## src/rtl/conv_stream_ctrl_if.sv

```systemverilog
// Stream and kernel-side signal bundle for conv_stream_ctrl.
// The slave modport is the controller's view; master is the surrounding
// environment (upstream source, downstream sink, conv kernel, config).
interface conv_stream_ctrl_if #(
    parameter int WORD_WIDTH = 128
);
    logic                  cfg_enable;
    logic [WORD_WIDTH-1:0] s_axis_tdata;
    logic                  s_axis_tvalid;
    logic                  s_axis_tlast;
    logic                  s_axis_tready;
    logic [WORD_WIDTH-1:0] m_axis_tdata;
    logic                  m_axis_tvalid;
    logic                  m_axis_tlast;
    logic                  m_axis_tready;
    logic [WORD_WIDTH-1:0] conv_din;
    logic [WORD_WIDTH-1:0] conv_dout;
    logic                  conv_stall;
    logic                  frame_done;
    logic                  err_tlast;

    modport slave (
        input  cfg_enable, s_axis_tdata, s_axis_tvalid, s_axis_tlast,
               m_axis_tready, conv_dout,
        output s_axis_tready, m_axis_tdata, m_axis_tvalid, m_axis_tlast,
               conv_din, conv_stall, frame_done, err_tlast
    );

    modport master (
        output cfg_enable, s_axis_tdata, s_axis_tvalid, s_axis_tlast,
               m_axis_tready, conv_dout,
        input  s_axis_tready, m_axis_tdata, m_axis_tvalid, m_axis_tlast,
               conv_din, conv_stall, frame_done, err_tlast
    );
endinterface

```

## src/rtl/conv_stream_ctrl.sv

```systemverilog
// Frame-level stream controller wrapped around a fixed-latency conv kernel.
// The kernel has no valid path of its own: it advances every cycle that
// conv_stall is low, so a PIPE_LAT-deep valid shift register tracks which
// kernel slots carry real pixels. One frame is BEATS_PER_FRAME input beats;
// after the last beat the pipe is flushed (zeros pushed) before the next
// frame may enter, so frames never overlap inside the kernel.
module conv_stream_ctrl #(
    parameter int WORD_WIDTH      = 128,
    parameter int BEATS_PER_FRAME = 16384,
    parameter int PIPE_LAT        = 10
) (
    input logic               s_axis_aclk,
    input logic               s_axis_aresetn,
    conv_stream_ctrl_if.slave io
);
    localparam int CNT_W = (BEATS_PER_FRAME > 1) ? $clog2(BEATS_PER_FRAME) : 1;
    localparam int FL_W  = $clog2(PIPE_LAT);
    localparam logic [CNT_W-1:0] LAST_BEAT  = CNT_W'(BEATS_PER_FRAME - 1);
    localparam logic [FL_W-1:0]  LAST_FLUSH = FL_W'(PIPE_LAT - 1);

    typedef enum logic [1:0] {
        IDLE  = 2'd0,
        RUN   = 2'd1,
        FLUSH = 2'd2
    } state_t;

    state_t                state;
    logic [PIPE_LAT-1:0]   vld;
    logic [CNT_W-1:0]      in_cnt;
    logic [CNT_W-1:0]      out_cnt;
    logic [FL_W-1:0]       flush_cnt;
    logic                  err_q;

    logic                  in_run;
    logic                  in_flush;
    logic                  out_vld;
    logic                  out_free;
    logic                  adv;
    logic                  in_hs;
    logic                  out_hs;
    logic                  in_last;
    logic                  out_last;
    logic [WORD_WIDTH-1:0] din_sel;

    assign in_run   = (state == RUN);
    assign in_flush = (state == FLUSH);
    assign out_vld  = vld[PIPE_LAT-1];

    // The output slot is free when empty or being taken this cycle.
    assign out_free = !out_vld || io.m_axis_tready;
    assign adv      = out_free && ((in_run && io.s_axis_tvalid) || in_flush);
    assign in_hs    = in_run && io.s_axis_tvalid && out_free;
    assign out_hs   = out_vld && io.m_axis_tready;
    assign in_last  = (in_cnt == LAST_BEAT);
    assign out_last = (out_cnt == LAST_BEAT);

    // Zero feed outside RUN keeps flush beats deterministic in the kernel.
    assign din_sel  = in_run ? io.s_axis_tdata : '0;

    assign io.conv_din      = din_sel;
    assign io.conv_stall    = !adv;
    assign io.s_axis_tready = in_run && out_free;
    assign io.m_axis_tdata  = io.conv_dout;
    assign io.m_axis_tvalid = out_vld;
    assign io.m_axis_tlast  = out_vld && out_last;
    assign io.frame_done    = out_hs && out_last;
    assign io.err_tlast     = err_q;

    // Frame FSM: input beat counting, flush counting and sticky tlast check.
    always_ff @(posedge s_axis_aclk or negedge s_axis_aresetn) begin
        if (!s_axis_aresetn) begin
            state     <= IDLE;
            in_cnt    <= '0;
            flush_cnt <= '0;
            err_q     <= 1'b0;
        end else begin
            case (state)
                IDLE: begin
                    in_cnt    <= '0;
                    flush_cnt <= '0;
                    if (io.cfg_enable) state <= RUN;
                end
                RUN: begin
                    if (in_hs) begin
                        // Framing is owned by in_cnt; tlast is only audited.
                        if (io.s_axis_tlast != in_last) err_q <= 1'b1;
                        if (in_last) begin
                            in_cnt    <= '0;
                            flush_cnt <= '0;
                            state     <= FLUSH;
                        end else begin
                            in_cnt <= in_cnt + 1'b1;
                        end
                    end
                end
                FLUSH: begin
                    if (adv) begin
                        if (flush_cnt == LAST_FLUSH) begin
                            flush_cnt <= '0;
                            state     <= io.cfg_enable ? RUN : IDLE;
                        end else begin
                            flush_cnt <= flush_cnt + 1'b1;
                        end
                    end
                end
                default: state <= IDLE;
            endcase
        end
    end

    // Valid tracking: shift with the kernel; a beat drained during an input
    // bubble (kernel frozen) is retired in place so it is not sent twice.
    always_ff @(posedge s_axis_aclk or negedge s_axis_aresetn) begin
        if (!s_axis_aresetn) begin
            vld <= '0;
        end else if (adv) begin
            vld <= {vld[PIPE_LAT-2:0], in_run};
        end else if (out_hs) begin
            vld[PIPE_LAT-1] <= 1'b0;
        end
    end

    // Output beat position within the frame, for tlast and frame_done.
    always_ff @(posedge s_axis_aclk or negedge s_axis_aresetn) begin
        if (!s_axis_aresetn) begin
            out_cnt <= '0;
        end else if (out_hs) begin
            out_cnt <= out_last ? '0 : out_cnt + 1'b1;
        end
    end
endmodule

```

## src/flat_wrapper.sv

```systemverilog
// flat-port wrapper written by rule: the top's interface ports become plain ports
module conv_stream_ctrl_flat 
#(
    parameter int WORD_WIDTH      = 128,
    parameter int BEATS_PER_FRAME = 16384,
    parameter int PIPE_LAT        = 10
)
  (s_axis_aclk, s_axis_aresetn, io_cfg_enable, io_s_axis_tdata, io_s_axis_tvalid, io_s_axis_tlast, io_m_axis_tready, io_conv_dout, io_s_axis_tready, io_m_axis_tdata, io_m_axis_tvalid, io_m_axis_tlast, io_conv_din, io_conv_stall, io_frame_done, io_err_tlast);
  conv_stream_ctrl_if #(.WORD_WIDTH(WORD_WIDTH)) io_i ();
  input logic s_axis_aclk;
  input logic s_axis_aresetn;
  input wire logic [$bits(io_i.cfg_enable)-1:0] io_cfg_enable;
  input wire logic [$bits(io_i.s_axis_tdata)-1:0] io_s_axis_tdata;
  input wire logic [$bits(io_i.s_axis_tvalid)-1:0] io_s_axis_tvalid;
  input wire logic [$bits(io_i.s_axis_tlast)-1:0] io_s_axis_tlast;
  input wire logic [$bits(io_i.m_axis_tready)-1:0] io_m_axis_tready;
  input wire logic [$bits(io_i.conv_dout)-1:0] io_conv_dout;
  output wire logic [$bits(io_i.s_axis_tready)-1:0] io_s_axis_tready;
  output wire logic [$bits(io_i.m_axis_tdata)-1:0] io_m_axis_tdata;
  output wire logic [$bits(io_i.m_axis_tvalid)-1:0] io_m_axis_tvalid;
  output wire logic [$bits(io_i.m_axis_tlast)-1:0] io_m_axis_tlast;
  output wire logic [$bits(io_i.conv_din)-1:0] io_conv_din;
  output wire logic [$bits(io_i.conv_stall)-1:0] io_conv_stall;
  output wire logic [$bits(io_i.frame_done)-1:0] io_frame_done;
  output wire logic [$bits(io_i.err_tlast)-1:0] io_err_tlast;
  assign io_i.cfg_enable = io_cfg_enable;
  assign io_i.s_axis_tdata = io_s_axis_tdata;
  assign io_i.s_axis_tvalid = io_s_axis_tvalid;
  assign io_i.s_axis_tlast = io_s_axis_tlast;
  assign io_i.m_axis_tready = io_m_axis_tready;
  assign io_i.conv_dout = io_conv_dout;
  assign io_s_axis_tready = io_i.s_axis_tready;
  assign io_m_axis_tdata = io_i.m_axis_tdata;
  assign io_m_axis_tvalid = io_i.m_axis_tvalid;
  assign io_m_axis_tlast = io_i.m_axis_tlast;
  assign io_conv_din = io_i.conv_din;
  assign io_conv_stall = io_i.conv_stall;
  assign io_frame_done = io_i.frame_done;
  assign io_err_tlast = io_i.err_tlast;
  conv_stream_ctrl #(.WORD_WIDTH(WORD_WIDTH), .BEATS_PER_FRAME(BEATS_PER_FRAME), .PIPE_LAT(PIPE_LAT)) u_core (.s_axis_aclk(s_axis_aclk), .s_axis_aresetn(s_axis_aresetn), .io(io_i));
endmodule
```

## config.mk

```make
export PLATFORM = sky130hd
export DESIGN_NAME = conv_stream_ctrl_flat
export DESIGN_NICKNAME = d
export VERILOG_FILES = /design/src/rtl/conv_stream_ctrl_if.sv /design/src/rtl/conv_stream_ctrl.sv /design/src/flat_wrapper.sv
export SDC_FILE = /design/constraint.sdc
export NUM_CORES = 1
export LEC_CHECK = 0
export CORE_AREA = 2 2 202 204
export DETAILED_ROUTE_END_ITERATION = 8
export DIE_AREA = 0 0 204 206
export PLACE_DENSITY = 0.36
export SLEW_MARGIN = 20
export SYNTH_ARGS = -nofsm -noshare
export SYNTH_HDL_FRONTEND = slang
export SYNTH_SLANG_ARGS = --single-unit
export TNS_END_PERCENT = 1
```

## constraint.sdc

```tcl
create_clock -name s_axis_aclk -period 2.6 [get_ports s_axis_aclk]
set_clock_uncertainty 0.15 [all_clocks]
set_input_delay 0.52 -clock s_axis_aclk [delete_from_list [all_inputs] [get_ports s_axis_aclk]]
set_output_delay 0.52 -clock s_axis_aclk [all_outputs]
set_load 0.03 [all_outputs]
```

==> results of run 1 <==
-- worst min path at each step --
stage,startpoint,slack [ps],endpoint,cells past startpoint
after floorplan,s_axis_aresetn,70,u_core.flush_cnt[0],0
after global placement,u_core.vld[3],340,u_core.vld[4],1
after detailed placement,u_core.out_cnt[13],320,u_core.out_cnt[13],1
after CTS,s_axis_aresetn,210,u_core.out_cnt[12],2
after global routing,s_axis_aresetn,230,u_core.out_cnt[11],2
final,s_axis_aresetn,170,u_core.out_cnt[12],2
-- cell usage after synthesis, types with 7 or more instances --
library cell and count:
nor2_1 17, xnor2_1 9, o21ai_0 13, or3_1 7, mux2_2 8, nand4_1 7, and2_1 131, nand3_1 14
dfrtp_1 45, buf_4 130, a22oi_1 10, inv_1 11, nand2_1 16, clkbuf_1 18
-- metrics by stage --
| stage | worst slack, ps | hold slack, ps |
|---|---|---|
| floorplan | 326.7 | 74.41 |
| CTS | 180.1 | 213.2 |
| global route | 59.23 | 234.1 |
| global placement | 247.5 | 335.1 |
| finish | 202.7 | 169.6 |
| detailed placement | 237.9 | 321.4 |
-- where the power goes --
part / switching [mW] / internal [mW] / total (mW)
Clock: 0.265 / 0.378 / 0.643
Combinational: 0.544 / 0.610 / 1.15
Sequential: 0.105 / 0.782 / 0.887
Total: 0.914 / 1.77 / 2.68
-- sequential cells by signal (all words and copies together), names as in the netlist --
name and cells:
u_core.out_cnt 14, u_core.in_cnt 14, u_core.flush_cnt 4, u_core.state 2, u_core.vld 10, u_core.io.err_tlast 1
-- layout make-up --
cell class	instances	area [µm²]
diodes	1	2.502
clock buffers	7	142.6
fillers	4540	32800
inverters	11	41.29
multi-input cells	299	1932
flip-flops and latches	45	1126
well taps	532	665.6
repair buffers	290	3473
-- cells by family (layout without fill, tap and decap cells) --
logic type	after synthesis	after routing
buffers and inverters	161	308
AO/OA/AOI/OAI	50	50
XOR/XNOR	11	11
other	0	1
multiplexers	9	9
adder cells (fa/ha/maj)	4	4
flip-flops	45	45
AND/OR/NAND/NOR	225	225
-- layer usage --
| metal | vias to the layer above | GRT usage | wire, µm |
|---|---|---|---|
| met2 | 270 | 0.1855 | 11590 |
| li1 | 1836 | - | - |
| met4 | 0 | 0.02148 | 428 |
| met1 | 1916 | 0.1266 | 9398 |
| met3 | 28 | 0.09413 | 4379 |
| met5 | - | 0 | 0 |
-- worst reg2reg max path, stage by stage, from the launching register on --
cell	delay (ps)
dfrtp_1	460
ha_1	230
and3_1	210
nand3_1	190
o21ai_2	450
a22oi_1	170
-- placed cells by master (no fill, tap or decap), types with 8 or more instances in the layout --
master             n
clkdlybuf4s50_1  134
and2_1           131
buf_4             78
buf_12            77
dfrtp_1           45
nor2_1            17
nand2_1           16
nand3_1           14
o21ai_0           13
inv_1             11
a22oi_1           10
xnor2_1            9
mux2_2             8
==> out/results.ini, run 1 <==
[setup_path]
endpoint_kind = primary output
crit_start = u_core.out_cnt[0]
arrival_ps = 1730
r2r_end = u_core.in_cnt[7]
required_ps = 1930
crit_family = simple AND/OR/NAND/NOR gates
crit_top_cell = buf_4
path_class = reg -> out
cp_num_buf_inv = 2
crit_path_cell_trace = ha_1 > nand3_1 > nor4_1 > buf_4 > and2_1 > buf_4
reg2reg_slack_ps = 610
reg2regPathDepth = 5
crit_fanout = 4
cp-start-kind = flip-flop
cp_slowest_stage_delay_ps = 400
cp.depth = 6
crit_path_end = io_m_axis_tlast
crit_slowest_cell = dfrtp_1
r2r_start = u_core.in_cnt[0]

[cells_and_area]
utilization = 0.1837
final_area_um2 = 7383
fin_cells = 1185
synthToLayoutAreaGrowth_pct = 77.85
drive_gt1_frac = 0.2730
finish.net_count = 918

[pwr]
vdd_drop_max_uv = 211.2
p_total_mw = 2.684
p_per_area_nw_per_um2 = 363.5
leakage_nw = 2.966

[routing]
drc = 0
dr.pass1.iters = 4
vias_per_cell = 3.418
ant_nets = 0
num_vias = 4050
routedWlPerCell_um = 21.77
drt-initial-drc-count = 130
finalWirelength_mm = 25.79

[placed_design]
dpl.hpwl_mm = 21.96
numPortBuffers = 267
placed_area_um2 = 7238
place_congestion = 0.7619
place_inst = 1177

[timing]
period_share = 0.9221
maxSlewViolCount = 0
grt_setup_unrepaired = false
finalHoldViolCount = 0
fmax_mhz = 417.1
worstMarginPinSlew_ps = 610.8
setup_violations = 0
slew_headroom = 0.5928
fin_tns_setup_ps = 0
fin_crit_ps = 2397

[floorplan]
coreArea_um2 = 40180
die_h_um = 206
start_util = 0.1033
dieArea_um2 = 42020
io_pins = 524
rows = 74
fp.dieW_um = 204

[synth]
seq_area_frac_synth = 0.2712
yosys_warnings = 0
synthArstFlopShare = 1.000
synth_top_area_share = 0.2712
synth_cells = 505
yosys.area_share.xor_xnor = 0.02321
synth-adder-area-share = 0.01206
synth_fp_nets = 771
yosys_register_bits = 45
synth_compound_area_frac = 0.08379
synth_edf_count = 0
synth_area_um2 = 4151
synth_top_area_cell = dfrtp_1
ys_types = 42
synth_top_family_by_area = simple AND/OR/NAND/NOR gates
syn_avg_cell_area_um2 = 8.221
synth_area_leaders = dfrtp_1 27%, buf_4 24%, and2_1 20%
yosys.area_share.simple = 0.3204
muxShareOfSynthArea = 0.02411
synth_flop_cell = dfrtp_1

[global_route]
grt_first_pass_wirelength_mm = 35.07
antenna_found_initial = 4
overflow = 0
grt_max_degree = 50
grt_pass1_vias = 4345
track_usage = 0.1187

[clocking]
cts_tree = done
cts_resized = 0
postCtsSetupBuffers = 0
cts-htree-levels = 2
numClockSinks = 45
clk_pin_slew_ps = 60
clock_latency_ps = 290
clock_path_buffers = 2
postCtsHoldBufs = 0
numCtsBuffers = 5
cts-root-buf = clkbuf_16

[flow_run]
maxCapViolCount = 0

[outcome]
status = completed

[hold_path]
hold_class = in -> async

Power figures use the tool's default switching activity.
==> run 2: changes to the inputs <==
--- a/config.mk
+++ b/config.mk
@@ -5,10 +5,11 @@
 export SDC_FILE = /design/constraint.sdc
 export NUM_CORES = 1
 export LEC_CHECK = 0
-export CORE_AREA = 2 2 202 204
+export ABC_AREA = 1
+export CORE_AREA = 2 2 206 208
 export DETAILED_ROUTE_END_ITERATION = 8
-export DIE_AREA = 0 0 204 206
-export PLACE_DENSITY = 0.36
+export DIE_AREA = 0 0 208 210
+export PLACE_DENSITY = 0.35
 export SLEW_MARGIN = 20
 export SYNTH_ARGS = -nofsm -noshare
 export SYNTH_HDL_FRONTEND = slang
==> run 2 against run 1 <==
Against the previous run:
- worst hold slack lost 5.9 ps
- via count grew 17%
- fmax shrank 3.2%
- die area grew 3.9%
- sequential power grew 5.4%
- synthesized area grew 7.7%
- sequential share of layout area shrank 0.69 points
- design area grew 4.7%
- synthesized cell count grew 47%
- sequential cell count is the same
- first-iteration DRC count grew 120%
- largest cell class unchanged
- highest routed layer is now met5
==> out/results.ini, run 2 <==
[outcome]
status = completed

[routing]
vias_per_cell = 3.326  ; -2.7%
drt-initial-drc-count = 288  ; +120%
ant_nets = 0  ; unchanged
dr.pass1.iters = 5  ; +1
num_vias = 4756  ; +17%
finalWirelength_mm = 31.87  ; +24%
drc = 0  ; unchanged
routedWlPerCell_um = 22.29  ; +2.4%

[cells_and_area]
top_regs = u_core.in_cnt (14), u_core.out_cnt (14), u_core.vld (10)
utilization = 0.1865  ; +0.002716
final_common_cell = inv_1
final_cell_mix = 177 x inv_1, 172 x nor2_1, 134 x clkdlybuf4s50_1
synthToLayoutAreaGrowth_pct = 72.90
multiInputGateArea_um2 = 1638  ; -15%
finish.net_count = 1156  ; +26%
fin_cells = 1430  ; +21%
nFillCells = 4707  ; +3.7%
final_area_um2 = 7734  ; +4.7%
diodes = 0  ; -1
seq_area_um2 = 1126  ; unchanged
drive_gt1_frac = 0.1886  ; -0.08445

[timing]
fmax_mhz = 403.9  ; -3.2%
holdWs_ps = 163.7  ; -5.881 ps
finalHoldViolCount = 0  ; unchanged
fin_crit_ps = 2476  ; +78.44 ps
setup_violations = 0  ; unchanged
slew_headroom = 0.5980  ; +0.005221
maxSlewViolCount = 0  ; unchanged
grt_setup_unrepaired = false
period_share = 0.9522  ; +0.03017
setup_ws_ps = 124.2  ; -78.44 ps
worstMarginPinSlew_ps = 602.9  ; -7.831 ps
fin_tns_setup_ps = 0  ; unchanged

[synth]
synth_top_area_share = 0.2517  ; -0.01950
ys_types = 26  ; -38%
seq_area_frac_synth = 0.2517  ; -0.01950
synth_area_um2 = 4473  ; +7.7%
synth_area_leaders = dfrtp_1 25%, buf_4 22%, inv_1 15%
synth_cells = 744  ; +47%
synthArstFlopShare = 1.000  ; unchanged
synthTopCellsByCount = 177 x inv_1, 174 x nor2_1, 130 x buf_4
synth.most_common_cell = inv_1
synth_edf_count = 0  ; unchanged
syn_avg_cell_area_um2 = 6.012  ; -27%
synth_fp_nets = 1010  ; +31%
synth_flop_cell = dfrtp_1
synth_top_area_cell = dfrtp_1
yosys_warnings = 0  ; unchanged
yosys_register_bits = 45  ; unchanged

[clocking]
clock_latency_ps = 290  ; about the same
clk_pin_slew_ps = 70  ; about the same
cts-htree-levels = 2  ; unchanged
postCtsSetupBuffers = 0  ; unchanged
numCtsBuffers = 5  ; unchanged
numClockSinks = 45  ; unchanged
clock_path_buffers = 2  ; unchanged
postCtsHoldBufs = 0  ; unchanged
cts-root-buf = clkbuf_16
cts_tree = done

[pwr]
vdd_drop_max_uv = 268.3  ; +27%
leakage_nw = 3.909  ; +32%
p_total_mw = 6.790  ; +150%
p_per_area_nw_per_um2 = 878.0  ; +140%

[setup_path]
cp_slowest_stage_delay_ps = 450  ; +50 ps
crit_path_cell_trace = inv_2 > nand2_8 > buf_12 > nor2_1 > buf_12
crit_slowest_cell = dfrtp_1
cp-start-kind = flip-flop
arrival_ps = 1810  ; +80 ps
endpoint_kind = primary output
path_class = reg -> out
crit_top_cell = buf_12
crit_fanout = 45  ; +41
required_ps = 1930  ; about the same
crit_start = u_core.state[1]
r2r_start = u_core.state[1]
crit_family = buffers and inverters
cp_num_buf_inv = 3  ; +1

[global_route]
grt_max_degree = 46  ; -8.0%
grt_pass1_vias = 4684  ; +7.8%
overflow = 0  ; unchanged
antenna_found_initial = 3  ; -1
grt_first_pass_wirelength_mm = 41.81  ; +19%
track_usage = 0.1378  ; +0.01907

[placed_design]
placed_area_um2 = 7581  ; +4.7%
preCtsSetupSlack_ps = 100.6  ; -137.3 ps
place_congestion = 0.8378  ; +10%
place_inst = 1422  ; +21%
numPortBuffers = 267  ; unchanged
dpl.hpwl_mm = 29.29  ; +33%

[floorplan]
fp.dieW_um = 208  ; +2.0%
dieArea_um2 = 43680  ; +3.9%
io_pins = 524  ; unchanged
die_h_um = 210  ; +1.9%
coreArea_um2 = 41480  ; +3.2%
rows = 75  ; +1.4%
start_util = 0.1078  ; +0.004530

[flow_run]
maxCapViolCount = 0  ; unchanged

[hold_path]
hold_class = in -> async

==> run 2: per-layer routing <==
layer | part of all wire | global-route usage
met1 | 0.36 | 0.1481
met3 | 0.14 | 0.08671
met4 | 0.011 | 0.02103
met2 | 0.49 | 0.2328
met5 | 0.0011 | 0.002225
==> run 2: final timing paths <==
kind / endpoint / slack, ps / cells past startpoint
worst max-delay path: io_conv_din[28] / 120 / 5
worst min-delay path: u_core.out_cnt[4] / 160 / 2
worst max register to register: u_core.vld[7] / 670 / 8
worst min register to register: u_core.vld[4] / 320 / 2
max in group asynchronous: u_core.in_cnt[9] / 1710 / 2
min in group s_axis_aclk: u_core.vld[4] / 320 / 2
==> run 2: worst reg2reg max path, cell delays in order, from the launching register on <==
cell and delay (ps):
dfrtp_1 470, inv_2 130, nor2_1 210, inv_1 90
nand2_1 90, nand2_1 160, buf_4 220, inv_1 190
o21ai_0 110
==> run 2: cell type report <==
| type | instances | area share |
|---|---|---|
| repair buffers | 284 | 0.4494 |
| multi-input cells | 374 | 0.2118 |
| flip-flops and latches | 45 | 0.1456 |
| inverters | 180 | 0.08736 |
| well taps | 539 | 0.08720 |
| clock buffers | 6 | 0.01666 |
| clock inverters | 2 | 0.001941 |
==> run 2: cells by family (layout without fill, tap and decap cells) <==
logic type                 count (synthesis)  after routing  synth area share
adders and majority gates                  4              4           0.01119
buffers and inverters                    325            472            0.3869
and+or+nand+nor                          341            341            0.3102
AOI/OAI and AO/OA                         22             22           0.02630
xor gates and xnor gates                   7              7           0.01371
DFF                                       45             45            0.2517
==> run 2: timing repair <==
action                                  CTS  global route
pin swaps                                 0             0
resized for setup                         2             4
endpoints found under the setup margin    2             5
==> run 2: report_power, final <==
| part | total, mW | internal, mW | switching (mW) |
|---|---|---|---|
| combinational | 5.22 | 2.20 | 3.02 |
| sequential | 0.935 | 0.826 | 0.110 |
| clock | 0.633 | 0.357 | 0.276 |
